File: src/rtl/axi_term_slv.sv
// Terminating AXI4+ATOP subordinate: accepts every burst and answers it locally with a fixed
// error response and a constant read data pattern, preserving IDs, lengths and per-queue order.
package axi_pkg;
  localparam int unsigned IdWidth   = 4;
  localparam int unsigned AddrWidth = 32;
  localparam int unsigned DataWidth = 64;
  localparam int unsigned UserWidth = 1;
  localparam int unsigned ATOP_R_RESP = 5;
  localparam logic [1:0]  RESP_OKAY   = 2'b00;
  localparam logic [1:0]  RESP_DECERR = 2'b11;

  typedef logic [IdWidth-1:0]     id_t;
  typedef logic [AddrWidth-1:0]   addr_t;
  typedef logic [DataWidth-1:0]   data_t;
  typedef logic [DataWidth/8-1:0] strb_t;
  typedef logic [UserWidth-1:0]   user_t;

  typedef struct packed {
    id_t id; addr_t addr; logic [7:0] len; logic [2:0] size; logic [1:0] burst; logic lock;
    logic [3:0] cache; logic [2:0] prot; logic [3:0] qos; logic [3:0] region; logic [5:0] atop;
    user_t user;
  } aw_chan_t;
  typedef struct packed { data_t data; strb_t strb; logic last; user_t user; } w_chan_t;
  typedef struct packed { id_t id; logic [1:0] resp; user_t user; } b_chan_t;
  typedef struct packed {
    id_t id; addr_t addr; logic [7:0] len; logic [2:0] size; logic [1:0] burst; logic lock;
    logic [3:0] cache; logic [2:0] prot; logic [3:0] qos; logic [3:0] region; user_t user;
  } ar_chan_t;
  typedef struct packed { id_t id; data_t data; logic [1:0] resp; logic last; user_t user; } r_chan_t;

  typedef struct packed {
    aw_chan_t aw; logic aw_valid; w_chan_t w; logic w_valid; logic b_ready;
    ar_chan_t ar; logic ar_valid; logic r_ready;
  } axi_req_t;
  typedef struct packed {
    logic aw_ready; logic ar_ready; logic w_ready; logic b_valid; b_chan_t b;
    logic r_valid; r_chan_t r;
  } axi_resp_t;
endpackage

module axi_term_slv #(
  parameter int unsigned NumPending = 4,
  parameter logic [1:0]  Resp       = axi_pkg::RESP_DECERR,
  parameter logic [63:0] RespData   = 64'hBADC_AB1E_DEAD_BEEF,
  parameter type         req_t      = axi_pkg::axi_req_t,
  parameter type         resp_t     = axi_pkg::axi_resp_t
) (
  input  logic  clk_i,
  input  logic  rst_i,
  input  req_t  slv_req_i,
  output resp_t slv_resp_o,
  output logic  busy_o
);
  localparam int unsigned CntW = $clog2(NumPending + 1);
  localparam int unsigned PtrW = (NumPending > 1) ? $clog2(NumPending) : 1;
  typedef logic [CntW-1:0] cnt_t;
  typedef logic [PtrW-1:0] ptr_t;
  typedef enum logic {Idle, Send} r_state_e;

  axi_pkg::id_t aw_id_q [NumPending];
  ptr_t         aw_wr_q, aw_rd_q;
  cnt_t         aw_cnt_q;
  logic         w_done_q;

  axi_pkg::id_t ar_id_q  [NumPending];
  logic [7:0]   ar_len_q [NumPending];
  ptr_t         ar_wr_q, ar_rd_q;
  cnt_t         ar_cnt_q;
  r_state_e     r_state_q;
  logic [7:0]   beat_q;

  logic aw_full, aw_empty, ar_full, ar_empty, aw_atop_r;
  logic aw_ready, aw_push, aw_pop, atop_push, ar_ready, ar_push, ar_pop;
  logic w_ready, w_last_hs, b_valid, r_valid, r_last, r_hs;
  axi_pkg::id_t ar_push_id;
  logic [7:0]   ar_push_len;
  logic         unused_req;

  function automatic ptr_t next_ptr(input ptr_t p);
    return (p == ptr_t'(NumPending - 1)) ? '0 : p + 1'b1;
  endfunction

  assign aw_full   = (aw_cnt_q == cnt_t'(NumPending));
  assign aw_empty  = (aw_cnt_q == '0);
  assign ar_full   = (ar_cnt_q == cnt_t'(NumPending));
  assign ar_empty  = (ar_cnt_q == '0);
  assign aw_atop_r = slv_req_i.aw.atop[axi_pkg::ATOP_R_RESP];

  // An AW carrying an R-response atomic also needs a slot in the read queue, and takes
  // precedence over a plain AR so only one entry is ever written per cycle.
  assign aw_ready    = !rst_i && !aw_full && !(aw_atop_r && ar_full);
  assign aw_push     = slv_req_i.aw_valid && aw_ready;
  assign atop_push   = aw_push && aw_atop_r;
  assign ar_ready    = !rst_i && !ar_full && !atop_push;
  assign ar_push     = (slv_req_i.ar_valid && ar_ready) || atop_push;
  assign ar_push_id  = atop_push ? slv_req_i.aw.id : slv_req_i.ar.id;
  assign ar_push_len = atop_push ? 8'd0 : slv_req_i.ar.len;

  assign w_ready   = !rst_i && !aw_empty && !w_done_q;
  assign w_last_hs = slv_req_i.w_valid && w_ready && slv_req_i.w.last;
  assign b_valid   = !rst_i && !aw_empty && w_done_q;
  assign aw_pop    = b_valid && slv_req_i.b_ready;

  assign r_valid = !rst_i && (r_state_q == Send);
  assign r_last  = (beat_q == ar_len_q[ar_rd_q]);
  assign r_hs    = r_valid && slv_req_i.r_ready;
  assign ar_pop  = r_hs && r_last;

  assign busy_o     = !aw_empty || !ar_empty;
  assign unused_req = ^slv_req_i;

  always_ff @(posedge clk_i) begin
    if (rst_i) begin
      aw_wr_q  <= '0;
      aw_rd_q  <= '0;
      aw_cnt_q <= '0;
      w_done_q <= 1'b0;
    end else begin
      if (aw_push) begin
        aw_id_q[aw_wr_q] <= slv_req_i.aw.id;
        aw_wr_q          <= next_ptr(aw_wr_q);
      end
      if (aw_pop) aw_rd_q <= next_ptr(aw_rd_q);
      aw_cnt_q <= aw_cnt_q + cnt_t'(aw_push) - cnt_t'(aw_pop);
      if (w_last_hs)   w_done_q <= 1'b1;
      else if (aw_pop) w_done_q <= 1'b0;
    end
  end

  // Send is entered on the push itself so the first beat appears the cycle after AR.
  always_ff @(posedge clk_i) begin
    if (rst_i) begin
      ar_wr_q   <= '0;
      ar_rd_q   <= '0;
      ar_cnt_q  <= '0;
      r_state_q <= Idle;
      beat_q    <= '0;
    end else begin
      if (ar_push) begin
        ar_id_q[ar_wr_q]  <= ar_push_id;
        ar_len_q[ar_wr_q] <= ar_push_len;
        ar_wr_q           <= next_ptr(ar_wr_q);
      end
      if (ar_pop) ar_rd_q <= next_ptr(ar_rd_q);
      ar_cnt_q <= ar_cnt_q + cnt_t'(ar_push) - cnt_t'(ar_pop);
      unique case (r_state_q)
        Idle: if (ar_push) r_state_q <= Send;
        Send: begin
          if (r_hs) begin
            if (r_last) begin
              beat_q <= '0;
              if (ar_cnt_q == cnt_t'(1) && !ar_push) r_state_q <= Idle;
            end else begin
              beat_q <= beat_q + 8'd1;
            end
          end
        end
      endcase
    end
  end

  always_comb begin
    slv_resp_o          = '0;
    slv_resp_o.aw_ready = aw_ready;
    slv_resp_o.ar_ready = ar_ready;
    slv_resp_o.w_ready  = w_ready;
    slv_resp_o.b_valid  = b_valid;
    slv_resp_o.b.id     = aw_id_q[aw_rd_q];
    slv_resp_o.b.resp   = Resp;
    slv_resp_o.r_valid  = r_valid;
    slv_resp_o.r.id     = ar_id_q[ar_rd_q];
    slv_resp_o.r.data   = axi_pkg::data_t'(RespData);
    slv_resp_o.r.resp   = Resp;
    slv_resp_o.r.last   = r_last;
  end

  aw_no_overflow:  assert property (@(posedge clk_i) disable iff (rst_i) !(aw_push && aw_full));
  ar_no_overflow:  assert property (@(posedge clk_i) disable iff (rst_i) !(ar_push && ar_full));
  aw_no_underflow: assert property (@(posedge clk_i) disable iff (rst_i) !(aw_pop && aw_empty));
  ar_no_underflow: assert property (@(posedge clk_i) disable iff (rst_i) !(ar_pop && ar_empty));
  b_stable: assert property (@(posedge clk_i) disable iff (rst_i)
    (b_valid && !slv_req_i.b_ready) |=> (b_valid && $stable(slv_resp_o.b)));
  r_stable: assert property (@(posedge clk_i) disable iff (rst_i)
    (r_valid && !slv_req_i.r_ready) |=> (r_valid && $stable(slv_resp_o.r)));
endmodule

File: config.mk
export PLATFORM = sky130hd
export DESIGN_NAME = axi_term_slv
export DESIGN_NICKNAME = d
export VERILOG_FILES = /design/src/rtl/axi_term_slv.sv
export SDC_FILE = /design/constraint.sdc
export NUM_CORES = 1
export LEC_CHECK = 0
export BUFFER_PORTS_ARGS = -buffer_cell sky130_fd_sc_hd__buf_2
export CAP_MARGIN = 5
export CORE_AREA = 2 2 117 119
export DETAILED_ROUTE_END_ITERATION = 16
export DIE_AREA = 0 0 119 121
export MAX_ROUTING_LAYER = met4
export PLACE_DENSITY = 0.68
export SLEW_MARGIN = 40
export SYNTH_ARGS = -nofsm -noshare
export SYNTH_HDL_FRONTEND = slang
export SYNTH_SLANG_ARGS = --single-unit
File: constraint.sdc
create_clock -name clk_i -period 6.35 [get_ports clk_i]
set_input_delay 0.635 -clock clk_i [delete_from_list [all_inputs] [get_ports clk_i]]
set_output_delay 0.635 -clock clk_i [all_outputs]
set_load 0.03 [all_outputs]
After elaboration in Yosys (flattened, before gate mapping)
Memories as Yosys holds them, arrays and structs flattened. A register that Yosys moved wholly into a read port is not among the register bits. Index checks and enable logic that the tools add are counted.

$add $sub $neg: 9. $mul: 0. Div/mod/pow operators: 0. Magnitude comparators: 0. Equal/unequal tests: 8. Shift operators: 0. Muxes and demuxes: 25. Bitwise operators: 1. Reduce and logical (&&, ||, !) cells: 33.

Operators with widths (number): $mux 2 (10); $logic_and 1x1->1 (18); $mux 8 (2); $mux 1 (11); $logic_not 1->1 (9); $add 2x1->2 const B (4); $add 8x1->8 const B (1); $eq 2x2->1 const B (4); $eq 8x8->1 (1); $add 3x1->3 (2); $eq 3x3->1 const B (2); $logic_not 3->1 (2); $sub 3x1->3 (2); $mux 4 (1); $eq 3x1->1 const B (1); $logic_or 1x1->1 (2); $pmux 1 s2 (1); $reduce_and 2->1 (1); $reduce_bool 2->1 (1); $not 1->1 (1).

Bits in registers: 24. Latch bits: 0. RAM bits: 64. Bits in read-only memories: 0. Output and inout port bits: 85. Logic and storage cells: 88. Memories kept: 3.

Memory list: ar_len_q (depth 4, width 8, read ports 1, clocked after memory_dff 1, write ports 1, RTL line 66) `logic [7:0] ar_len_q [NumPending];`; ar_id_q (depth 4, width 4, read ports 1, clocked after memory_dff 1, write ports 1, RTL line 65) `axi_pkg::id_t ar_id_q [NumPending];`; aw_id_q (depth 4, width 4, read ports 1, clocked after memory_dff 1, write ports 1, RTL line 60) `axi_pkg::id_t aw_id_q [NumPending];`.

Depth between registers and ports, before layout
Gate-level depths: netlist of the first run.

Word-level depth: 16. Depth in mapped cells: 12. Depth with buffers taken out: 11.

Least setup slack after synthesis of the first run
Ideal clock, no wire load.

Path type: input to register. Start: input rst_i. End: register aw_cnt_q[2]. Setup time: 0.128 ns. Data arrival time: 2.739 ns. Setup slack: 3.483 ns. Stages on the path: 11. Buffers on the path: 1. Cell sequence: clkbuf_1 > a311oi_1 > and2_1 > inv_1 > ha_1 > inv_1 > ha_1 > fa_1 > xnor2_1 > xnor2_1 > nor2_1.

Word-level cells in the longest chain between the ends: 6. Elaborated cells between the ends (all ways): 9. Those cells by class: add/sub: 2; reduce/logical: 7.

RTL lines: from (decl) (RTL line 49) `input logic rst_i,`; $logic_not 1->1 (RTL line 91) `assign aw_ready = !rst_i && !aw_full && !(aw_atop_r && ar_full);`; $logic_and 1x1->1 (2 in a row) (RTL line 91); via aw_ready (RTL line 73) `logic aw_ready, aw_push, aw_pop, atop_push, ar_ready, ar_push, ar_pop;`; $logic_and 1x1->1 (RTL line 92) `assign aw_push = slv_req_i.aw_valid && aw_ready;`; $add 3x1->3 (RTL line 124) `aw_cnt_q <= aw_cnt_q + cnt_t'(aw_push) - cnt_t'(aw_pop);`; $sub 3x1->3 (RTL line 124); to (signal assigned) (RTL line 124); to (decl) (RTL line 62) `cnt_t aw_cnt_q;`.

The timed path passes the listed nets, and every way through them passes these cells. A chain may end at the register's enable or synchronous reset.

==> impl_metrics.tcl, run 1 <==
set metrics [dict create \
    status "finished, final reports clean" \
    chipWidth_um 119 \
    post-route-drc-count 0 \
    groute.layer.met2.usage 0.171 \
    grt_use_met1 0.139 \
    fin_nets 613 \
    cell_count_after_synthesis 337 \
    worstMarginPinSlew_ns 0.784 \
    detailedRoute.firstPassIterationCount 4 \
    detail_route.wl_per_cell_um 13.7 \
    dp_hpwl_mm 5.36 \
    busiest_layer "met2" \
    tritoncts "built" \
    async_flop_share 0 \
    worst_hold_slack_ns 0.497 \
    cell_type_of_the_slowest_stage_on_the_worst_timing_path "sky130_fd_sc_hd__dfxtp_1" \
    cts_inserted_buffers 9 \
    num_vias 2358 \
    fin_total_pwr_mw 1.41 \
    worst_slack_ns 2.59 \
    path_clk_slew_ns 0.06 \
    gr-total-overflow 0 \
    cts_setup_buffers 0 \
    finalWeightedCongestion 0.756 \
    fmaxAchievable_mhz 266 \
    cts_resized 0 \
    synth_area_um2 4540 \
    rsz_0062_raised_after_global_routing "false" \
    crit_path_start_kind "flop" \
    antenna-diode-count 0 \
    critPathMaxStageDelay_ns 0.83 \
    drt-total-wl_mm 7.62 \
    path_cells "mux4_1, xnor2_1, nand4_1, nor3_2, ha_1, inv_1, ha_1, fa_1, nor2b_1" \
    timing.critical_path.arrival_ns 3.96 \
    place_ws_ns 2.55 \
    min_period_ns 3.76 \
    place_inst 542 \
    grt_usage 0.113 \
    synthToLayoutAreaGrowth_pct 8.63 \
    cts_htree_levels 3 \
    initial_utilization 0.347 \
    timing.hold.worst.class "flop to flop" \
    timing.critical_path.max_delay_family "simple AND/OR/NAND/NOR gates" \
    relSlewSlack 0.475 \
    synthMuxAreaShare 0.105 \
    final_cells 558 \
    synth-adder-area-share 0.0502 \
    synth-compound-area-share 0.0248 \
    antenna_violations_before_repair 0 \
    layout_worst_path_cycle_share 0.591 \
    clock_sink_count 92 \
    yosys_warnings 0 \
    cp_common_cell "sky130_fd_sc_hd__ha_1" \
    chipHeight_um 121 \
    synth_enable_flop_cells 64 \
    fillCellCount 1229 \
    floorplan.io_pins 304 \
    powerDensity_nw_per_um2 285 \
    p_leak_nw 1.90 \
    crit_path_max_fanout 12 \
    cap_viol_max_count 0 \
    dieArea_um2 14400 \
    dominantRegCellSynth "sky130_fd_sc_hd__edfxtp_1" \
    placeableCoreArea_um2 13100 \
    vdd_ir_drop_max_mv 0.184 \
    worstSetupEndpointType "flop" \
    final_max_slew_viol_count 0 \
    first_iter_violations 112 \
    deepest_clock_path_buffer_count 2 \
    synth_xor_area_frac 0.0367 \
    grt_util_met3 0.0376 \
    finClkSkew_ns 0.00533 \
    ctsHoldBuffers 0 \
    cp_data_required_time_ns 6.55 \
    final.setup.tns_ns 0 \
    multiInputGateArea_um2 1650 \
    criticalPathCategory "flop to flop" \
    pin_count_of_the_biggest_net_entering_global_routing 33 \
    seq_area_um2 2480 \
    synth.distinct_cells 37 \
    clock-root-buffer "sky130_fd_sc_hd__clkbuf_16" \
    setup_viol_count_final 0 \
    synth_simple_gate_area_share 0.0882 \
    syn-mean-instance-area_um2 13.5 \
    port_buffers 39 \
    synth_sequential_area_ratio 0.547 \
    drive_gt1_frac 0.194 \
    synth-seq-cells 92 \
    worstPathBufferInverterCount 1 \
    route.antenna.remaining_nets 0 \
    grt_pass1_wl_mm 11.9 \
    route.detailed.vias_per_inst 4.23 \
    finalHoldViolations 0 \
    first_global_vias 2252 \
    worst_skew_pair.late_latency_ns 0.34 \
    synth_top_family_by_area "buffers and inverters" \
    floorplan.rows 42 \
]
metal layers:
metal / vias to the layer above / wire length, µm
met5: - / 0
met4: 0 / 167
met3: 13 / 549
met2: 92 / 3470
met1: 1123 / 3430
li1: 1130 / -
worst paths after layout:
| check | from | to | slack (ns) | cells past startpoint |
|---|---|---|---|---|
| worst max-delay path | flop | ar_cnt_q[1] | 2.59 | 9 |
| worst min-delay path | ar_cnt_q[0] | r_state_q | 0.50 | 1 |
| worst max register to register | flop | ar_cnt_q[1] | 2.59 | 9 |
| worst min register to register | ar_cnt_q[0] | r_state_q | 0.50 | 1 |
cell usage in the layout, fill, tap and decap left out, types with 6 or more instances in the layout:
cell | netlist | routed
sky130_fd_sc_hd__conb_1 | 2 | 70
sky130_fd_sc_hd__edfxtp_1 | 64 | 64
sky130_fd_sc_hd__buf_2 | 0 | 39
sky130_fd_sc_hd__dfxtp_1 | 28 | 28
sky130_fd_sc_hd__nor2b_1 | 20 | 20
sky130_fd_sc_hd__ha_1 | 15 | 15
sky130_fd_sc_hd__inv_1 | 13 | 13
sky130_fd_sc_hd__xnor2_1 | 13 | 13
sky130_fd_sc_hd__nor2_1 | 11 | 11
sky130_fd_sc_hd__nor3_1 | 10 | 10
sky130_fd_sc_hd__clkbuf_16 | 0 | 9
sky130_fd_sc_hd__mux4_2 | 8 | 8
sky130_fd_sc_hd__mux4_1 | 8 | 8
sky130_fd_sc_hd__nand2_1 | 7 | 7
sky130_fd_sc_hd__a21oi_1 | 7 | 7
sky130_fd_sc_hd__nand4_1 | 6 | 6
sky130_fd_sc_hd__and3_1 | 6 | 6
sky130_fd_sc_hd__xor2_1 | 6 | 6
sky130_fd_sc_hd__buf_4 | 76 | 6
through the flow:
step                cell area [µm²]  utilization
finish                         4930        0.377
global route                   4930        0.377
CTS                            4920        0.376
detailed placement             4640        0.354
global placement               4620        0.353
floorplan                      4790            -
area by class of cell:
type	count	area share
tap	176	0.0447
sequential	92	0.504
clock inverter	5	0.0107
multi-input combinational	216	0.335
timing repair buffer	45	0.0487
inverter	13	0.00990
clock buffer	11	0.0472
logic make-up (layout without fill, tap and decap cells):
| family | after synthesis | count (layout) |
|---|---|---|
| compound gates | 14 | 14 |
| xor+xnor | 19 | 19 |
| fa+ha+maj | 17 | 17 |
| buf+inv | 97 | 74 |
| flops | 92 | 92 |
| mux | 24 | 24 |
| other cells | 2 | 70 |
| simple gates | 72 | 72 |
flip-flops by register name (all words and copies together) (netlist names), named ones only:
signal     flops
aw_cnt_q       3
ar_cnt_q       3
aw_rd_q        2
ar_id_q       16
ar_wr_q        2
w_done_q       1
aw_id_q       16
ar_len_q      32
beat_q         8
r_state_q      1
ar_rd_q        2
aw_wr_q        2
where the power goes:
| group | total, mW | switching, mW | leakage (nW) | internal [mW] |
|---|---|---|---|---|
| logic | 0.205 | 0.147 | 0.957 | 0.0588 |
| registers | 0.688 | 0.0151 | 0.811 | 0.673 |
| clock network | 0.512 | 0.210 | 0.131 | 0.302 |
| total | 1.41 | 0.372 | 1.90 | 1.03 |
Yosys cell counts, types with 2 or more instances:
cell	instances	area share
sky130_fd_sc_hd__xnor2_1	13	0.025
sky130_fd_sc_hd__or3_1	3	0.0041
sky130_fd_sc_hd__and2_1	2	0.0028
sky130_fd_sc_hd__nand2b_1	2	0.0028
sky130_fd_sc_hd__xor2_1	6	0.012
sky130_fd_sc_hd__mux2i_1	3	0.0066
sky130_fd_sc_hd__dfxtp_1	28	0.12
sky130_fd_sc_hd__nand2_1	7	0.0058
sky130_fd_sc_hd__nor2b_1	20	0.028
sky130_fd_sc_hd__inv_1	13	0.011
sky130_fd_sc_hd__mux4_1	8	0.046
sky130_fd_sc_hd__nor2_1	11	0.0091
sky130_fd_sc_hd__nand4_1	6	0.0083
sky130_fd_sc_hd__a21oi_1	7	0.0077
sky130_fd_sc_hd__ha_1	15	0.041
sky130_fd_sc_hd__clkbuf_1	4	0.0033
sky130_fd_sc_hd__edfxtp_1	64	0.42
sky130_fd_sc_hd__and3_1	6	0.0083
sky130_fd_sc_hd__a311oi_1	2	0.0039
sky130_fd_sc_hd__buf_6	2	0.0050
sky130_fd_sc_hd__mux2_2	5	0.012
sky130_fd_sc_hd__nor3_1	10	0.011
sky130_fd_sc_hd__conb_1	2	0.0017
sky130_fd_sc_hd__mux4_2	8	0.040
sky130_fd_sc_hd__buf_4	76	0.13
sky130_fd_sc_hd__buf_1	2	0.0017
sky130_fd_sc_hd__fa_1	2	0.0088
Power figures use the tool's default switching activity.
==> inputs of run 2 (changes only) <==
- clock period: 6.35 -> 3.8 ns (I/O delays scaled with it)
==> run 2 against run 1 <==
- critical path depth stayed put
- core utilization is 0.16 points higher
- critical path type unchanged
- largest power group unchanged
- combinational power is 67% higher
- register-to-register slack worse by 1.9 ns
- global-route usage is 0.15 points lower
- sequential power is 67% higher
- worst hold slack worse by 0.23 ns
- clock power is 74% higher
- wire length is 0.20% lower
==> impl_metrics.tcl, run 2 (synthesized netlist as in run 1, its figures left out) <==
set metrics [dict create \
    final_core_area_utilization 0.378 \
    place_inst 544 \
    chipHeight_um 121 \
    power.share.switching 0.272 \
    reg.largest.list "ar_len_q: 32 flops, ar_id_q: 16 flops, aw_id_q: 16 flops" \
    grt_pass1_wl_mm 11.7 \
    finalWeightedCongestion 0.761 \
    worst_hold_path.endpoint "aw_id_q[3][3]" \
    hp-start "slv_req_i[216]" \
    timing.critical_path.arrival_ns 3.30 \
    min_period_ns 3.10 \
    cts_setup_buffers 0 \
    combPwrFrac 0.143 \
    clock_sink_count 92 \
    status "finished, final reports clean" \
    finalHoldViolations 0 \
    layout.cells.most_common "sky130_fd_sc_hd__conb_1" \
    fillCellCount 1232 \
    pin_count_of_the_biggest_net_entering_global_routing 33 \
    worst_hold_slack_ns 0.270 \
    antenna-diode-count 0 \
    ctsHoldBuffers 0 \
    top_register "ar_len_q" \
    synthToLayoutAreaGrowth_pct 9.10 \
    chipWidth_um 119 \
    relSlewSlack 0.593 \
    timing.hold.worst.class "primary input to flop" \
    powerDensity_nw_per_um2 481 \
    worstSetupEndpointType "flop" \
    crit_path_start_kind "flop" \
    dieArea_um2 14400 \
    number_of_flip_flops_in_the_largest_register 32 \
    final.setup.tns_ns 0 \
    vdd_ir_drop_max_mv 0.339 \
    antenna_violations_before_repair 0 \
    route.detailed.vias_per_inst 4.23 \
    first_global_vias 2221 \
    criticalPathCategory "flop to flop" \
    rsz_0062_raised_after_global_routing "false" \
    netSwitchingPower_uw 649 \
    initial_utilization 0.347 \
    cap_viol_max_count 0 \
    drive_gt1_frac 0.206 \
    r2r_end "ar_cnt_q[1]" \
    path_clk_slew_ns 0.07 \
    seq_area_um2 2480 \
    dp_hpwl_mm 5.32 \
    deepest_clock_path_buffer_count 2 \
    fmaxAchievable_mhz 323 \
    cts_inserted_buffers 9 \
    gr-total-overflow 0 \
    route.antenna.remaining_nets 0 \
    setup_viol_count_final 0 \
    p_leak_nw 1.92 \
    grt_usage 0.111 \
    worstMarginPinSlew_ns 0.610 \
    first_iter_violations 116 \
    clock-root-buffer "sky130_fd_sc_hd__clkbuf_16" \
    final_cells 560 \
    tritoncts "built" \
    post-route-drc-count 0 \
    intPower_mw 1.73 \
    worst-r2r-cell-count 9 \
    timing.hold.worst_path_depth 1 \
    layout_common_cells "sky130_fd_sc_hd__conb_1 (70), sky130_fd_sc_hd__edfxtp_1 (64), sky130_fd_sc_hd__buf_2 (39), sky130_fd_sc_hd__dfxtp_1 (28), sky130_fd_sc_hd__nor2b_1 (20)" \
    detailedRoute.firstPassIterationCount 5 \
    drt-total-wl_mm 7.60 \
    layout_worst_path_cycle_share 0.815 \
    cts_resized 0 \
    sequential_share_of_power 0.482 \
    placeableCoreArea_um2 13100 \
    floorplan.io_pins 304 \
    cp_data_required_time_ns 4.00 \
    detail_route.wl_per_cell_um 13.6 \
    finClkSkew_ns 0.00848 \
    num_vias 2370 \
    port_buffers 39 \
    reg2reg_setup_slack_ns 0.70 \
    power_frac_clock 0.374 \
    crit_path_max_fanout 10 \
    worst_skew_pair.late_latency_ns 0.34 \
    multiInputGateArea_um2 1650 \
    floorplan.rows 42 \
    fin_nets 615 \
    final_max_slew_viol_count 0 \
    cts_htree_levels 3 \
]
[run 2: changes by cell type in the layout (fill, tap and decap cells not counted), sizes merged]
cell / before / now
inv: 13 / 15
buf: 45 / 47
clkbuf: 11 / 9
[run 2: layout make-up]
| class | count | area share |
|---|---|---|
| Clock buffer | 9 | 0.0455 |
| Clock inverter | 7 | 0.0147 |
| Inverter | 13 | 0.00986 |
| Multi-Input combinational cell | 216 | 0.333 |
| Sequential cell | 92 | 0.501 |
| Tap cell | 176 | 0.0445 |
| Timing Repair Buffer | 47 | 0.0516 |
[run 2: worst max-delay path by stage]
stage	start	to	slack (ns)	cells after the start
after floorplan	flop	ar_cnt_q[1]	1.05	11
after global placement	flop	ar_cnt_q[1]	0.70	9
after detailed placement	flop	ar_cnt_q[1]	0.68	9
after CTS	flop	ar_cnt_q[1]	0.63	9
after global routing	flop	ar_cnt_q[1]	0.50	9
final	flop	ar_cnt_q[1]	0.70	9
[run 2: stage by stage]
step	worst slack, ns	power [mW]	instance area, µm²
6_report	0.704	2.38	4950
5_1_grt	0.503	2.47	4950
3_3_place_gp	0.701	1.51	4650
2_1_floorplan	1.05	1.49	4790
3_5_place_dp	0.683	1.51	4650
4_1_cts	0.634	2.40	4950
[run 2: power by group through the flow]
stage / clock [mW] / sequential, mW / combinational (mW)
floorplan: 0 / 1.16 / 0.329
detailed placement: 0 / 1.17 / 0.343
global placement: 0 / 1.17 / 0.336
global route: 0.947 / 1.15 / 0.373
finish: 0.892 / 1.15 / 0.342
CTS: 0.909 / 1.15 / 0.344
[run 2: worst max-delay path, stage by stage (launching register included)]
cell and delay [ns]:
sky130_fd_sc_hd__dfxtp_1 0.71, sky130_fd_sc_hd__mux4_1 0.67, sky130_fd_sc_hd__xnor2_1 0.17, sky130_fd_sc_hd__nand4_1 0.21
sky130_fd_sc_hd__nor3_2 0.20, sky130_fd_sc_hd__ha_1 0.26, sky130_fd_sc_hd__inv_1 0.05, sky130_fd_sc_hd__ha_1 0.15
sky130_fd_sc_hd__fa_1 0.40, sky130_fd_sc_hd__nor2b_1 0.13
[run 2: metal layers]
metal,GRT usage,part of all wire,up-vias
met5,-,0,-
met4,0.0536,0.016,0
met3,0.0348,0.076,10
met2,0.162,0.45,92
met1,0.142,0.45,1128
li1,-,-,1140
==> inputs of run 3 (changes only) <==
- CORE_AREA: 2 2 117 119 -> 2 2 119 121
- DIE_AREA: 0 0 119 121 -> 0 0 121 123
- PLACE_DENSITY: 0.68 -> 0.69
- clock period: 3.8 -> 2.8 ns (I/O delays scaled with it)
==> run 3 against run 2 <==
- first-iteration DRC count is 10% higher
- non-clock buffer count is 9 higher
- design area is 1.7% higher
- clock skew is 0.00070 ns lower
- largest cell class unchanged
- flip-flop and latch count stayed put
- clock-buffer cell count stayed put
- wire length is 3.8% higher
- die area is 3.4% higher
- final cell count is 2.3% higher
==> impl_metrics.tcl, run 3 (synthesized netlist as in run 1, its figures left out) <==
set metrics [dict create \
    status "finished, final reports clean" \
    path_cells "buf_12, mux4_2, xnor2_2, nand4_1, nor3_2, ha_1, inv_1, ha_1, fa_1, nor2b_1" \
    detail_route.wl_per_cell_um 13.8 \
    detailedRoute.firstPassIterationCount 6 \
    gr-total-overflow 0 \
    pin_count_of_the_biggest_net_entering_global_routing 21 \
    clock-root-buffer "sky130_fd_sc_hd__clkbuf_16" \
    min_period_ns 2.75 \
    synthToLayoutAreaGrowth_pct 11.0 \
    seq_area_um2 2480 \
    timing.hold.worst.class "primary input to flop" \
    layout_common_cells "sky130_fd_sc_hd__conb_1 (70), sky130_fd_sc_hd__edfxtp_1 (64), sky130_fd_sc_hd__buf_2 (39), sky130_fd_sc_hd__dfxtp_1 (26), sky130_fd_sc_hd__nor2b_1 (20)" \
    chipWidth_um 121 \
    hp-start "slv_req_i[213]" \
    setup_viol_count_final 0 \
    antenna_violations_before_repair 0 \
    port_buffers 39 \
    cap_viol_max_count 0 \
    floorplan.io_pins 304 \
    powerDensity_nw_per_um2 641 \
    deepest_clock_path_buffer_count 2 \
    grt_usage 0.116 \
    vdd_ir_drop_max_mv 0.464 \
    cp_data_required_time_ns 3.02 \
    worstPathBufferInverterCount 2 \
    top_register "ar_len_q" \
    cts_htree_levels 3 \
    route.antenna.remaining_nets 0 \
    criticalPathCategory "flop to flop" \
    place_ws_ns -0.0707 \
    clock_sink_count 92 \
    worst_slack_ns 0.0546 \
    worst_skew_pair.late_latency_ns 0.33 \
    first_iter_violations 128 \
    tritoncts "built" \
    cp_common_cell "sky130_fd_sc_hd__ha_1" \
    num_vias 2423 \
    drt-total-wl_mm 7.89 \
    ctsHoldBuffers 0 \
    antenna-diode-count 0 \
    cts_inserted_buffers 9 \
    p_leak_nw 1.97 \
    r2r_end "ar_cnt_q[1]" \
    first_global_vias 2474 \
    finalWeightedCongestion 0.793 \
    reg2reg_setup_slack_ns 0.05 \
    worstSetupEndpointType "flop" \
    final_max_slew_viol_count 0 \
    chipHeight_um 123 \
    post-route-drc-count 0 \
    dieArea_um2 14900 \
    fmaxAchievable_mhz 364 \
    rsz_0062_raised_after_global_routing "true" \
    reg.largest.list "ar_len_q: 32 flops, ar_id_q: 16 flops, aw_id_q: 16 flops" \
    worst_hold_path.endpoint "aw_id_q[0][0]" \
    multiInputGateArea_um2 1650 \
    path_clk_slew_ns 0.07 \
    timing.critical_path.arrival_ns 2.96 \
    worst_hold_slack_ns 0.187 \
    critPathMaxStageDelay_ns 0.53 \
    timing.critical_path.max_delay_family "adder cells" \
    fin_nets 624 \
    dp_hpwl_mm 5.73 \
    timing.hold.worst_path_depth 1 \
    placeableCoreArea_um2 13600 \
    postPlaceCellArea_um2 4710 \
    finalHoldViolations 0 \
    floorplan.rows 43 \
    grt_pass1_wl_mm 12.6 \
    layout_worst_path_cycle_share 0.981 \
    worst-r2r-cell-count 10 \
    final_design_area_no_fill_um2 5040 \
    finClkSkew_ns 0.00778 \
    number_of_flip_flops_in_the_largest_register 32 \
    initial_utilization 0.333 \
    crit_path_max_fanout 10 \
    crit_path_start_kind "flop" \
    final_core_area_utilization 0.370 \
    cell_type_of_the_slowest_stage_on_the_worst_timing_path "sky130_fd_sc_hd__mux4_2" \
    fillCellCount 1308 \
    route.detailed.vias_per_inst 4.23 \
    layout.cells.most_common "sky130_fd_sc_hd__conb_1" \
    drive_gt1_frac 0.252 \
]
## run 3: where the power goes
part / switching [mW] / internal (mW)
registers: 0.0368 / 1.53
clock network: 0.549 / 0.633
logic: 0.339 / 0.148
total: 0.925 / 2.31
## run 3: repair_timing
action,in CTS,in global routing
buffers inserted,3,1
pin swaps,2,4
setup endpoints to repair,2,2
resized for setup,7,4
## run 3: worst max path at each step
stage / start / endpoint / slack (ns) / cells past startpoint
CTS: flop / ar_cnt_q[1] / -0.02 / 10
global placement: flop / ar_cnt_q[1] / 0.03 / 10
finish: flop / ar_cnt_q[1] / 0.05 / 10
floorplan: flop / ar_cnt_q[1] / 0.05 / 11
detailed placement: flop / ar_cnt_q[1] / -0.07 / 10
global route: flop / ar_cnt_q[1] / -0.08 / 10
## run 3: worst register-to-register path, stage by stage, from the launching register on
cell                      delay, ns
sky130_fd_sc_hd__dfxtp_2       0.34
sky130_fd_sc_hd__buf_12        0.14
sky130_fd_sc_hd__mux4_2        0.54
sky130_fd_sc_hd__xnor2_2       0.16
sky130_fd_sc_hd__nand4_1       0.16
sky130_fd_sc_hd__nor3_2        0.24
sky130_fd_sc_hd__ha_1          0.27
sky130_fd_sc_hd__inv_1         0.07
sky130_fd_sc_hd__ha_1          0.16
sky130_fd_sc_hd__fa_1          0.40
sky130_fd_sc_hd__nor2b_1       0.14
## run 3: cell type report
cell class,count,area share
Tap cell,180,0.0447
Clock buffer,9,0.0447
Inverter,13,0.00969
Multi-Input combinational cell,216,0.327
Clock inverter,7,0.0142
Sequential cell,92,0.493
Timing Repair Buffer,56,0.0666
## run 3: metal layers
| metal | vias to the layer above | track usage | share of wire |
|---|---|---|---|
| met5 | - | - | 0 |
| met2 | 95 | 0.188 | 0.47 |
| li1 | 1153 | - | - |
| met4 | 0 | 0.0349 | 0.011 |
| met1 | 1167 | 0.139 | 0.45 |
| met3 | 8 | 0.0355 | 0.074 |
## run 3: per-stage QoR
stage	power, mW	cells	setup TNS (ns)
global route	3.37	573	-0.0996
finish	3.23	573	0
detailed placement	2.07	553	-0.115
global placement	2.05	553	0
floorplan	2.03	405	0
CTS	3.26	572	-0.0163
